$ cat src/rtl/core_led_scheduler.sv
// Four-core job status scheduler. Each core runs a small IDLE/RUN/DONE
// state machine driven by start/done strobes. Running cores blink their
// LED from a shared prescaler, finished cores light steadily, and a
// saturating counter tallies completed jobs.
module core_led_scheduler #(
  parameter int BLINK_HALF = 25000000
) (
  input  logic       clk,
  input  logic       rst,
  input  logic [3:0] core_start,
  input  logic [3:0] core_done,
  input  logic       clear,
  output logic       led1,
  output logic       led2,
  output logic       led3,
  output logic       led4,
  output logic       led_done,
  output logic [7:0] done_cnt
);

  // Width of the prescaler; a 1-bit counter still covers BLINK_HALF = 2.
  localparam int PW = (BLINK_HALF > 1) ? $clog2(BLINK_HALF) : 1;
  localparam logic [PW-1:0] PRESC_LAST = PW'(BLINK_HALF - 1);

  typedef enum logic [1:0] {
    IDLE = 2'd0,
    RUN  = 2'd1,
    DONE = 2'd2
  } core_state_t;

  logic [PW-1:0] presc_reg;
  logic [PW-1:0] presc_next;
  logic          phase_reg;
  logic          phase_next;
  logic [7:0]    cnt_reg;
  logic [7:0]    cnt_next;

  logic [3:0]    led_vec;
  logic [3:0]    done_vec;
  logic [3:0]    fin_vec;

  // Prescaler and blink phase: free-running, untouched by clear or core inputs.
  always_comb begin
    presc_next = presc_reg + PW'(1);
    phase_next = phase_reg;
    if (presc_reg == PRESC_LAST) begin
      presc_next = '0;
      phase_next = ~phase_reg;
    end
  end

  // Prescaler and blink phase registers.
  always_ff @(posedge clk or posedge rst) begin
    if (rst) begin
      presc_reg <= '0;
      phase_reg <= 1'b0;
    end else begin
      presc_reg <= presc_next;
      phase_reg <= phase_next;
    end
  end

  genvar gi;
  generate
    for (gi = 0; gi < 4; gi++) begin : g_core
      core_state_t state_reg;
      core_state_t state_next;
      logic        fin;

      // Next-state logic; clear dominates every strobe, and fin flags a RUN->DONE step.
      always_comb begin
        state_next = state_reg;
        fin        = 1'b0;
        if (clear) begin
          state_next = IDLE;
        end else begin
          case (state_reg)
            IDLE: if (core_start[gi]) state_next = RUN;
            RUN: begin
              if (core_done[gi]) begin
                state_next = DONE;
                fin        = 1'b1;
              end
            end
            DONE: if (core_start[gi]) state_next = RUN;
            default: state_next = IDLE;
          endcase
        end
      end

      // Per-core state register.
      always_ff @(posedge clk or posedge rst) begin
        if (rst) begin
          state_reg <= IDLE;
        end else begin
          state_reg <= state_next;
        end
      end

      // LED decode straight from registered state so reset blanks it at once.
      assign led_vec[gi]  = (state_reg == DONE) ? 1'b1 :
                            (state_reg == RUN)  ? phase_reg : 1'b0;
      assign done_vec[gi] = (state_reg == DONE);
      assign fin_vec[gi]  = fin;
    end
  endgenerate

  // Completion counter: add this edge's finishes, clamp at 255, clear wins.
  always_comb begin
    logic [2:0] inc;
    logic [8:0] sum;
    inc = 3'd0;
    for (int i = 0; i < 4; i++) begin
      inc = inc + {2'b00, fin_vec[i]};
    end
    sum      = {1'b0, cnt_reg} + {6'd0, inc};
    cnt_next = sum[8] ? 8'hFF : sum[7:0];
    if (clear) begin
      cnt_next = 8'd0;
    end
  end

  // Completion counter register.
  always_ff @(posedge clk or posedge rst) begin
    if (rst) begin
      cnt_reg <= 8'd0;
    end else begin
      cnt_reg <= cnt_next;
    end
  end

  assign led1     = led_vec[0];
  assign led2     = led_vec[1];
  assign led3     = led_vec[2];
  assign led4     = led_vec[3];
  assign led_done = &done_vec;
  assign done_cnt = cnt_reg;

endmodule

$ cat config.mk
export PLATFORM = sky130hd
export DESIGN_NAME = core_led_scheduler
export DESIGN_NICKNAME = d
export VERILOG_FILES = /design/src/rtl/core_led_scheduler.sv
export SDC_FILE = /design/constraint.sdc
export NUM_CORES = 1
export LEC_CHECK = 0
export CORE_ASPECT_RATIO = 2
export CORE_UTILIZATION = 40
export CTS_BUF_LIST = sky130_fd_sc_hd__clkbuf_16
export DETAILED_ROUTE_END_ITERATION = 8
export PLACE_DENSITY = 0.62
export SYNTH_ARGS = -nofsm -noshare
export SYNTH_HDL_FRONTEND = slang
export SYNTH_SLANG_ARGS = --single-unit
$ cat constraint.sdc
create_clock -name clk -period 3.9 [get_ports clk]
set_clock_uncertainty 0.2 [all_clocks]
set_input_delay 0.39 -clock clk [delete_from_list [all_inputs] [get_ports clk]]
set_output_delay 0.39 -clock clk [all_outputs]
set_load 0.03 [all_outputs]
== Yosys cells after proc, flatten, opt, wreduce, memory -nomap -nowiden ==
Cells that the tools add are included.

* $add $sub $neg: 5
* Equality and inequality tests: 17
* Multiplexer cells: 39
* Bitwise logic cells: 1
* Reduce and logical (&&, ||, !) cells: 13

{| class="wikitable"
|+ Operators with widths
! kind !! count
|-
| 25-bit by 1-bit adder with 25-bit output, second input constant || 1
|-
| 25-bit == test, second input constant || 1
|-
| 25-bit two-way mux || 1
|-
| 2-bit two-way mux || 12
|-
| 1-bit two-way mux || 20
|-
| 8-bit two-way mux || 2
|-
| 2-bit one-hot mux with 2 select lines || 4
|-
| 3-bit by 1-bit != test with 1-bit output, second input constant || 4
|-
| 3-bit != test, second input constant || 4
|-
| 8-bit by 3-bit adder with 9-bit output || 1
|-
| 2-bit by 1-bit == test with 1-bit output, second input constant || 4
|-
| 2-bit == test, second input constant || 4
|-
| 2-bit logical NOT || 4
|-
| 2-bit AND reduction || 4
|-
| 2-bit OR reduction || 4
|-
| 4-bit AND reduction || 1
|-
| 2-bit by 1-bit adder with 3-bit output || 1
|-
| 3-bit by 1-bit adder with 3-bit output || 1
|-
| 1-bit by 1-bit adder with 2-bit output || 1
|-
| 1-bit inverter || 1
|}

* Register bits after elaboration: 42
* Bits of input ports: 11
* Output and inout bits: 13
* Logic and storage cells: 82

== Logic depth before layout (Yosys ltp) ==
Gate-level depths: netlist (run 1).

* Depth in word-level cells: 9
* Depth in mapped cells: 10
* Depth with buffers taken out: 10

== Worst setup path after synthesis (run 1) ==
OpenSTA, ideal clock, no wires.

* Path kind: reg-to-reg
* From: register g_core[0].state_reg[1]
* To: register cnt_reg[0], in the netlist done_cnt[0]
* Library setup time: 0.079 ns
* Arrival: 2.581 ns
* Data required time: 3.621 ns
* Path slack: 1.040 ns
* Stages on the path, launching flop included: 10
* Buffers on the path: 0
* Clock period less this slack: 2.860 ns
* Cell sequence: dfrtp_1 or3_1 fa_1 fa_1 inv_1 fa_1 nand2_1 nor2b_1 nand3_1 a21oi_1

* Cells in the longest elaborated chain, start to end: 9

{| class="wikitable"
|+ RTL lines
! element !! RTL line !! RTL
|-
| start, declared || 66 || <nowiki>core_state_t state_reg;</nowiki>
|-
| start signal, assigned || 96 || <nowiki>state_reg <= state_next;</nowiki>
|-
| 2-bit by 1-bit == test with 1-bit output || 77 || <nowiki>case (state_reg)</nowiki>
|-
| 1-bit two-way mux || 77 ||
|-
| 1-bit two-way mux || 74 || <nowiki>if (clear) begin</nowiki>
|-
| 1-bit by 1-bit adder with 2-bit output || 114 || <nowiki>inc = inc + {2'b00, fin_vec[i]};</nowiki>
|-
| 2-bit by 1-bit adder with 3-bit output || 114 ||
|-
| 3-bit by 1-bit adder with 3-bit output || 114 ||
|-
| 8-bit by 3-bit adder with 9-bit output || 116 || <nowiki>sum = {1'b0, cnt_reg} + {6'd0, inc};</nowiki>
|-
| 8-bit two-way mux || 117 || <nowiki>cnt_next = sum[8] ? 8'hFF : sum[7:0];</nowiki>
|-
| 8-bit two-way mux || 118 || <nowiki>if (clear) begin</nowiki>
|-
| via cnt_next[0] || 36 || <nowiki>logic [7:0] cnt_next;</nowiki>
|-
| end signal, assigned || 128 || <nowiki>cnt_reg <= cnt_next;</nowiki>
|-
| end, declared || 35 || <nowiki>logic [7:0] cnt_reg;</nowiki>
|}

The timed path passes the listed nets, and every way through them passes these cells.
A chain may end at the register's enable or synchronous reset.

== Worst setup path after layout (run 1) ==
* From: input core_done[0]
* To: register cnt_reg[1], in the netlist done_cnt[1]

* Cells in the longest elaborated chain, start to end: 9

{| class="wikitable"
|+ RTL lines
! element !! RTL line !! RTL
|-
| start, declared || 11 || <nowiki>input logic [3:0] core_done,</nowiki>
|-
| 1-bit two-way mux || 80 || <nowiki>if (core_done[gi]) begin</nowiki>
|-
| 1-bit two-way mux || 77 ||
|-
| 1-bit two-way mux || 74 ||
|-
| 1-bit by 1-bit adder with 2-bit output || 114 ||
|-
| 2-bit by 1-bit adder with 3-bit output || 114 ||
|-
| 3-bit by 1-bit adder with 3-bit output || 114 ||
|-
| 8-bit by 3-bit adder with 9-bit output || 116 ||
|-
| 8-bit two-way mux || 117 ||
|-
| 8-bit two-way mux || 118 ||
|-
| via cnt_next[1] || 36 ||
|}

The timed path passes the listed nets, and every way through them passes these cells.

==> results of run 1 <==
final cells by class:
type | count | area (um2) | share of cell area [%]
multi-input cells | 172 | 1131 | 42.56
clock buffers | 5 | 125.1 | 4.708
repair buffers | 25 | 245.2 | 9.228
flip-flops and latches | 42 | 1051 | 39.55
well taps | 60 | 75.07 | 2.825
inverters | 7 | 26.28 | 0.9887
clock inverters | 1 | 3.754 | 0.1412
cells in the mapped netlist (2+ instances only):
library cell and instances:
clkbuf_1 5, nand3b_1 3, nand4_1 11, dfrtp_1 42
nand2b_1 3, or3_1 4, o2111ai_1 2, a21oi_1 15
ha_1 2, and3_1 4, nor2b_1 7, fa_1 3
nand3_1 12, and4_1 4, nor3_1 4, or4_4 2
mux2i_1 5, nor2_1 24, o21ai_0 8, nor4_1 4
xnor2_1 10, o22a_1 2, or4_1 3, inv_1 7
xor2_1 9, nand2_1 18, o31ai_1 4
logic make-up after synthesis:
logic type	count (synthesis)	share of synthesized area, %
buf+inv	14	2.461
compound gates	33	8.837
mux	5	2.237
fa+ha+maj	5	3.803
xor+xnor	19	7.438
simple gates	110	28.24
flops	42	46.98
where the power goes:
part | leakage (nW) | total (W) | internal [W] | switching (W)
Clock | 0.0632 | 0.000376 | 0.000227 | 0.000148
Combinational | 0.498 | 0.0000657 | 0.0000297 | 0.0000361
Sequential | 0.566 | 0.000449 | 0.000443 | 0.00000649
Total | 1.13 | 0.000891 | 0.000700 | 0.000191
per-stage QoR:
step | utilization [%] | hold WS (ns) | setup WS, ns | cells | instance area (um2)
global route | 49.03 | 0.3414 | 0.4748 | 312 | 2658
global placement | 46.65 | 0.2984 | 0.4066 | 306 | 2529
detailed placement | 46.65 | 0.2920 | 0.3612 | 306 | 2529
finish | 49.03 | 0.3024 | 0.6506 | 312 | 2658
CTS | 49.03 | 0.3047 | 0.6337 | 312 | 2658
floorplan | - | 0.2674 | 1.040 | 228 | 2237
worst min-delay path by stage:
| stage | endpoint | slack [ns] | cells past startpoint |
|---|---|---|---|
| floorplan | presc_reg[23]$_DFF_PP0_ | 0.27 | 1 |
| global placement | presc_reg[23]$_DFF_PP0_ | 0.30 | 1 |
| detailed placement | presc_reg[23]$_DFF_PP0_ | 0.29 | 1 |
| CTS | presc_reg[23]$_DFF_PP0_ | 0.30 | 1 |
| global route | presc_reg[23]$_DFF_PP0_ | 0.34 | 1 |
| finish | presc_reg[23]$_DFF_PP0_ | 0.30 | 1 |
layer usage:
| layer | vias to the layer above | part of all wire [%] | track usage [%] |
|---|---|---|---|
| met3 | 6 | 2.4 | 3.107 |
| met1 | 853 | 39 | 18.39 |
| li1 | 867 | - | - |
| met5 | - | 0 | 0 |
| met2 | 34 | 57 | 35.20 |
| met4 | 0 | 1.9 | 7.692 |
placed cells by master (no fill, tap or decap), drive strengths merged, types with 2 or more instances in the layout:
master | netlist | final
fa | 3 | 3
clkbuf | 6 | 5
nor2b | 7 | 7
mux2i | 5 | 5
or4 | 5 | 5
and3 | 4 | 4
nor2 | 24 | 24
nand2 | 18 | 18
nand3b | 3 | 3
o2111ai | 2 | 2
nor3 | 4 | 4
nand4 | 12 | 12
nor4 | 5 | 5
o22a | 2 | 2
dfrtp | 42 | 42
nand2b | 3 | 3
or3 | 4 | 4
o21ai | 8 | 8
xnor2 | 10 | 10
and4 | 4 | 4
a21oi | 16 | 16
inv | 7 | 7
xor2 | 9 | 9
clkdlybuf4s50 | 0 | 23
o31ai | 4 | 4
nand3 | 12 | 12
ha | 2 | 2
buf | 1 | 2
==> reports/metrics.cfg, run 1 <==
[floorplanning]
start_util_pct=41.27
dieArea_um2=5914
core_area_um2=5420
num_io_pins=24
fp.dieW_um=54.88
die_y_um=107.8
rows=38

[pwr]
p_leak_nw=1.127
total_power_w=0.0008908
irDropWorstVdd_v=0.0003036
power_density_nw_per_um2=335.2

[synth]
synthArstFlopShare_pct=100.0
postSynthAreaPerCell_um2=9.812
ys_ff_latch=42
ys_warn_count=0
ys.flop_type=dfrtp_1
syn_inst=228
yosysTopAreaCell=dfrtp_1
synth_enable_flop_cells=0
synth_top_area_share_pct=46.98
mappedNetlistNets=244
yosysSeqAreaShare_pct=46.98
yosysUniqueCellTypes=38
netlist_area_um2=2237
synth.area.top_cells=dfrtp_1 (47%), nor2_1 (4.0%), xnor2_1 (3.9%), xor2_1 (3.5%), a21oi_1 (3.4%)

[clock_tree]
tritoncts=yes
clkSinkCount=42
cts_hold_buf=0
htreeDepth=2
cts_buffers=5
cts_resized=0
clock_latency_ns=0.28
cts_setup_buffers=0
root_buffer=clkbuf_16
path_clk_slew_ns=0.06
cts_buffer_depth=2

[worst_setup_path]
rr_startpoint=g_core[0].state_reg[1]$_DFFE_PP0P_
crit_cells=11
end_kind=flip-flop
endpoint=done_cnt[1]$_DFF_PP0_
startpoint=core_done[0]
rr_endpoint=done_cnt[1]$_DFF_PP0_
startpoint_type=input pin
critPathArrivalTime_ns=3.25
cp_slowest_cell=fa_1
slowest_delay_ns=0.50
path_max_fanout=6
path_class=in2reg
cp.required_ns=3.90
crit_family=adder cells
cp_num_buf_inv=2
worstPathCellList=clkdlybuf4s50_1 > nand2_1 > or3_1 > fa_1 > fa_1 > inv_1 > fa_1 > nand2_1 > nor2b_1 > nand3_1 > a21oi_1
crit_top_cell=fa_1
reg2reg_slack_ns=0.81
ff2ff_path_depth=9

[timing]
hold_violations=0
worst_pin_slew_ns=0.9581
grt_setup_unrepaired=no
setup_tns_ns=0
drv_slew=0
finalSetupViolations=0
period_minus_slack_ns=3.249
relSlewSlack_pct=35.64
fin_crit_sh_pct=83.32
fmax_mhz=307.7

[route]
detail-route-antenna-nets=0
drc=0
wl_per_cell_um=14.97
num_vias=1760
viasPerCell=5.641
dr.pass1.iters=4
postRouteWirelength_um=4670
drtIter0Drc=41

[layout]
finish.net_count=269
num_antenna_cells=0
drive_gt1_share_pct=5.159
area_growth_syn_to_layout_pct=18.79
largest_register_ffs=25
fill_cells=537

[global_routing]
grt_antenna_before_repair=0
grtUsageTotal_pct=18.73
grt-ovfl-total=0
grt_max_degree=43
grt_pass1_wl_um=7983
grt_pass1_vias=1812

[flow_run]
cap_violations=0

[place]
place_congestion=0.7721
dp_hpwl_um=3444
io_buffers=23

[outcome]
status=finished clean

[worst_hold_path]
hold_path.startpoint=presc_reg[23]$_DFF_PP0_
min-delay-path-class=reg2reg

(Power assumes the default switching activity.)
==> inputs of run 2 (changes only) <==
==> constraint.sdc (replaced) <==
create_clock -name clk -period 3 [get_ports clk]
set_clock_uncertainty 0.2 [all_clocks]
set_input_delay 0.3 -clock clk [delete_from_list [all_inputs] [get_ports clk]]
set_output_delay 0.3 -clock clk [all_outputs]
set_load 0.03 [all_outputs]
==> reports/metrics.cfg, run 2 (synthesis results as in run 1) <==
[floorplanning]
dieArea_um2=5914  ; unchanged
fp.dieW_um=54.88  ; unchanged
die_y_um=107.8  ; unchanged
start_util_pct=41.27  ; unchanged
num_io_pins=24  ; unchanged
rows=38  ; unchanged
core_area_um2=5420  ; unchanged

[route]
postRouteWirelength_um=4738  ; +1.5%
num_vias=1789  ; +1.6%
drc=0  ; unchanged
dr.pass1.iters=4  ; unchanged
wl_per_cell_um=14.67  ; -2.0%
drtIter0Drc=38  ; -7.3%
viasPerCell=5.539  ; -1.8%
detail-route-antenna-nets=0  ; unchanged

[layout]
drive_gt1_share_pct=11.41  ; +6.2 points
final_cell_mix=dfrtp_1 (42), nor2_1 (24), clkdlybuf4s50_1 (23)
num_antenna_cells=0  ; unchanged
final_common_cell=dfrtp_1
area_growth_syn_to_layout_pct=23.83
final_cells=323  ; +3.5%
largest_register_ffs=25  ; unchanged
finish.net_count=278  ; +3.3%
utilization_pct=51.11  ; +2.1 points
fill_cells=515  ; -4.1%
postLayoutCellArea_um2=2770  ; +4.2%

[global_routing]
grt_pass1_wl_um=8038  ; +0.69%
grt_max_degree=43  ; unchanged
grt-ovfl-total=0  ; unchanged
grtUsageTotal_pct=18.72  ; about the same
grt_pass1_vias=1821  ; +0.50%
grt_antenna_before_repair=0  ; unchanged

[clock_tree]
cts_buffers=5  ; unchanged
path_clk_slew_ns=0.06  ; about the same
tritoncts=yes
cts_buffer_depth=2  ; unchanged
clkSinkCount=42  ; unchanged
clock_latency_ns=0.28  ; about the same
htreeDepth=2  ; unchanged
root_buffer=clkbuf_16
cts_hold_buf=0  ; unchanged

[place]
place_area_um2=2589  ; +2.4%
place_congestion=0.8081  ; +4.7%
io_buffers=23  ; unchanged
place_inst=314  ; +2.6%
dp_hpwl_um=3552  ; +3.2%

[pwr]
seq_power_share_pct=49.6  ; -0.8 points
power_frac_comb_pct=7.8  ; +0.4 points
p_leak_nw=1.182  ; +4.9%
power_switching_w=0.0002575  ; +35%
p_int_w=0.0009191  ; +31%
total_power_w=0.001177  ; +32%
irDropWorstVdd_v=0.0003649  ; +20%
power_switching_share_pct=21.89  ; +0.45 points
p_clk_share_pct=42.6  ; +0.4 points
power_density_nw_per_um2=424.8  ; +27%

[timing]
grt_setup_unrepaired=no
fin_crit_sh_pct=94.96
worst_pin_slew_ns=0.5511  ; -0.4070 ns
drv_slew=0  ; unchanged
hold_violations=0  ; unchanged
period_minus_slack_ns=2.849
fmax_mhz=351.0
finalSetupViolations=0  ; unchanged
relSlewSlack_pct=62.92  ; +27 points

[worst_setup_path]
end_kind=flip-flop
cp_slowest_cell=clkdlybuf4s50_1
startpoint=core_done[0]
cp_num_buf_inv=3  ; +1
crit_cells=12  ; +1
startpoint_type=input pin
crit_family=adder cells
critPathArrivalTime_ns=2.81  ; -0.44 ns
cp.required_ns=2.96  ; -0.94 ns
path_max_fanout=2  ; -4
crit_top_cell=fa_2
slowest_delay_ns=0.48  ; -0.02 ns
path_class=in2reg
ff2ff_path_depth=10  ; +1
rr_startpoint=g_core[0].state_reg[1]$_DFFE_PP0P_
worstPathCellList=clkdlybuf4s50_1 > nand2_1 > or3_1 > fa_1 > fa_2 > inv_1 > fa_2 > nand2_2 > nor2b_4 > buf_4 > and3b_1 > nor3_2

[outcome]
status=finished clean

[flow_run]
cap_violations=0  ; unchanged

[worst_hold_path]
min-delay-path-class=in2async

## run 2: what timing repair did
| action | CTS | global route |
|---|---|---|
| buffers inserted | 0 | 1 |
| endpoints found under the setup margin | 7 | 7 |
| pin swaps | 0 | 2 |
| resized for setup | 2 | 7 |
## run 2: worst paths after layout
kind	to	slack, ns
max reg2reg	done_cnt[6]$_DFF_PP0_	0.30
min in group clk	presc_reg[0]$_DFF_PP0_	0.32
max	done_cnt[6]$_DFF_PP0_	0.15
min reg2reg	presc_reg[0]$_DFF_PP0_	0.32
max in group asynchronous	presc_reg[23]$_DFF_PP0_	1.98
min	done_cnt[4]$_DFF_PP0_	0.25
## run 2: metal layers
| metal | track usage, % | vias up | share of wire [%] |
|---|---|---|---|
| met2 | 34.51 | 34 | 57 |
| met5 | 0 | - | 0 |
| met1 | 18.54 | 858 | 38 |
| met4 | 9.524 | 0 | 3.0 |
| li1 | - | 885 | - |
| met3 | 2.542 | 12 | 2.3 |
## run 2: cell type report
class | count | area (um2) | area share (%)
clock buffer | 5 | 125.1 | 4.517
clock inverter | 3 | 12.51 | 0.4517
inverter | 7 | 26.28 | 0.9485
multi-input combinational | 172 | 1167 | 42.14
sequential | 42 | 1051 | 37.94
tap | 60 | 75.07 | 2.710
timing repair buffer | 34 | 312.8 | 11.29
## run 2: power by group through the flow
stage | sequential (W) | clock (W) | combinational (W)
floorplan | 0.000599 | 0 | 0.0000445
global placement | 0.000593 | 0 | 0.0000933
detailed placement | 0.000593 | 0 | 0.0000937
CTS | 0.000583 | 0.000521 | 0.0000940
global route | 0.000585 | 0.000540 | 0.000105
finish | 0.000583 | 0.000501 | 0.0000923
## run 2: tightest hold or removal path: stages
cell and delay [ns]:
clkdlybuf4s50_1 0.39, inv_1 0.05, buf_4 0.43
## run 2: through the flow
stage	hold slack [ns]	TNS [ns]	worst slack [ns]
2_1_floorplan	0.2478	0	0.1399
3_3_place_gp	0.3010	-2.173	-0.3211
3_5_place_dp	0.3200	-2.400	-0.3644
4_1_cts	0.2824	0	0.001703
5_1_grt	0.3519	0	0.007493
6_report	0.2454	0	0.1511
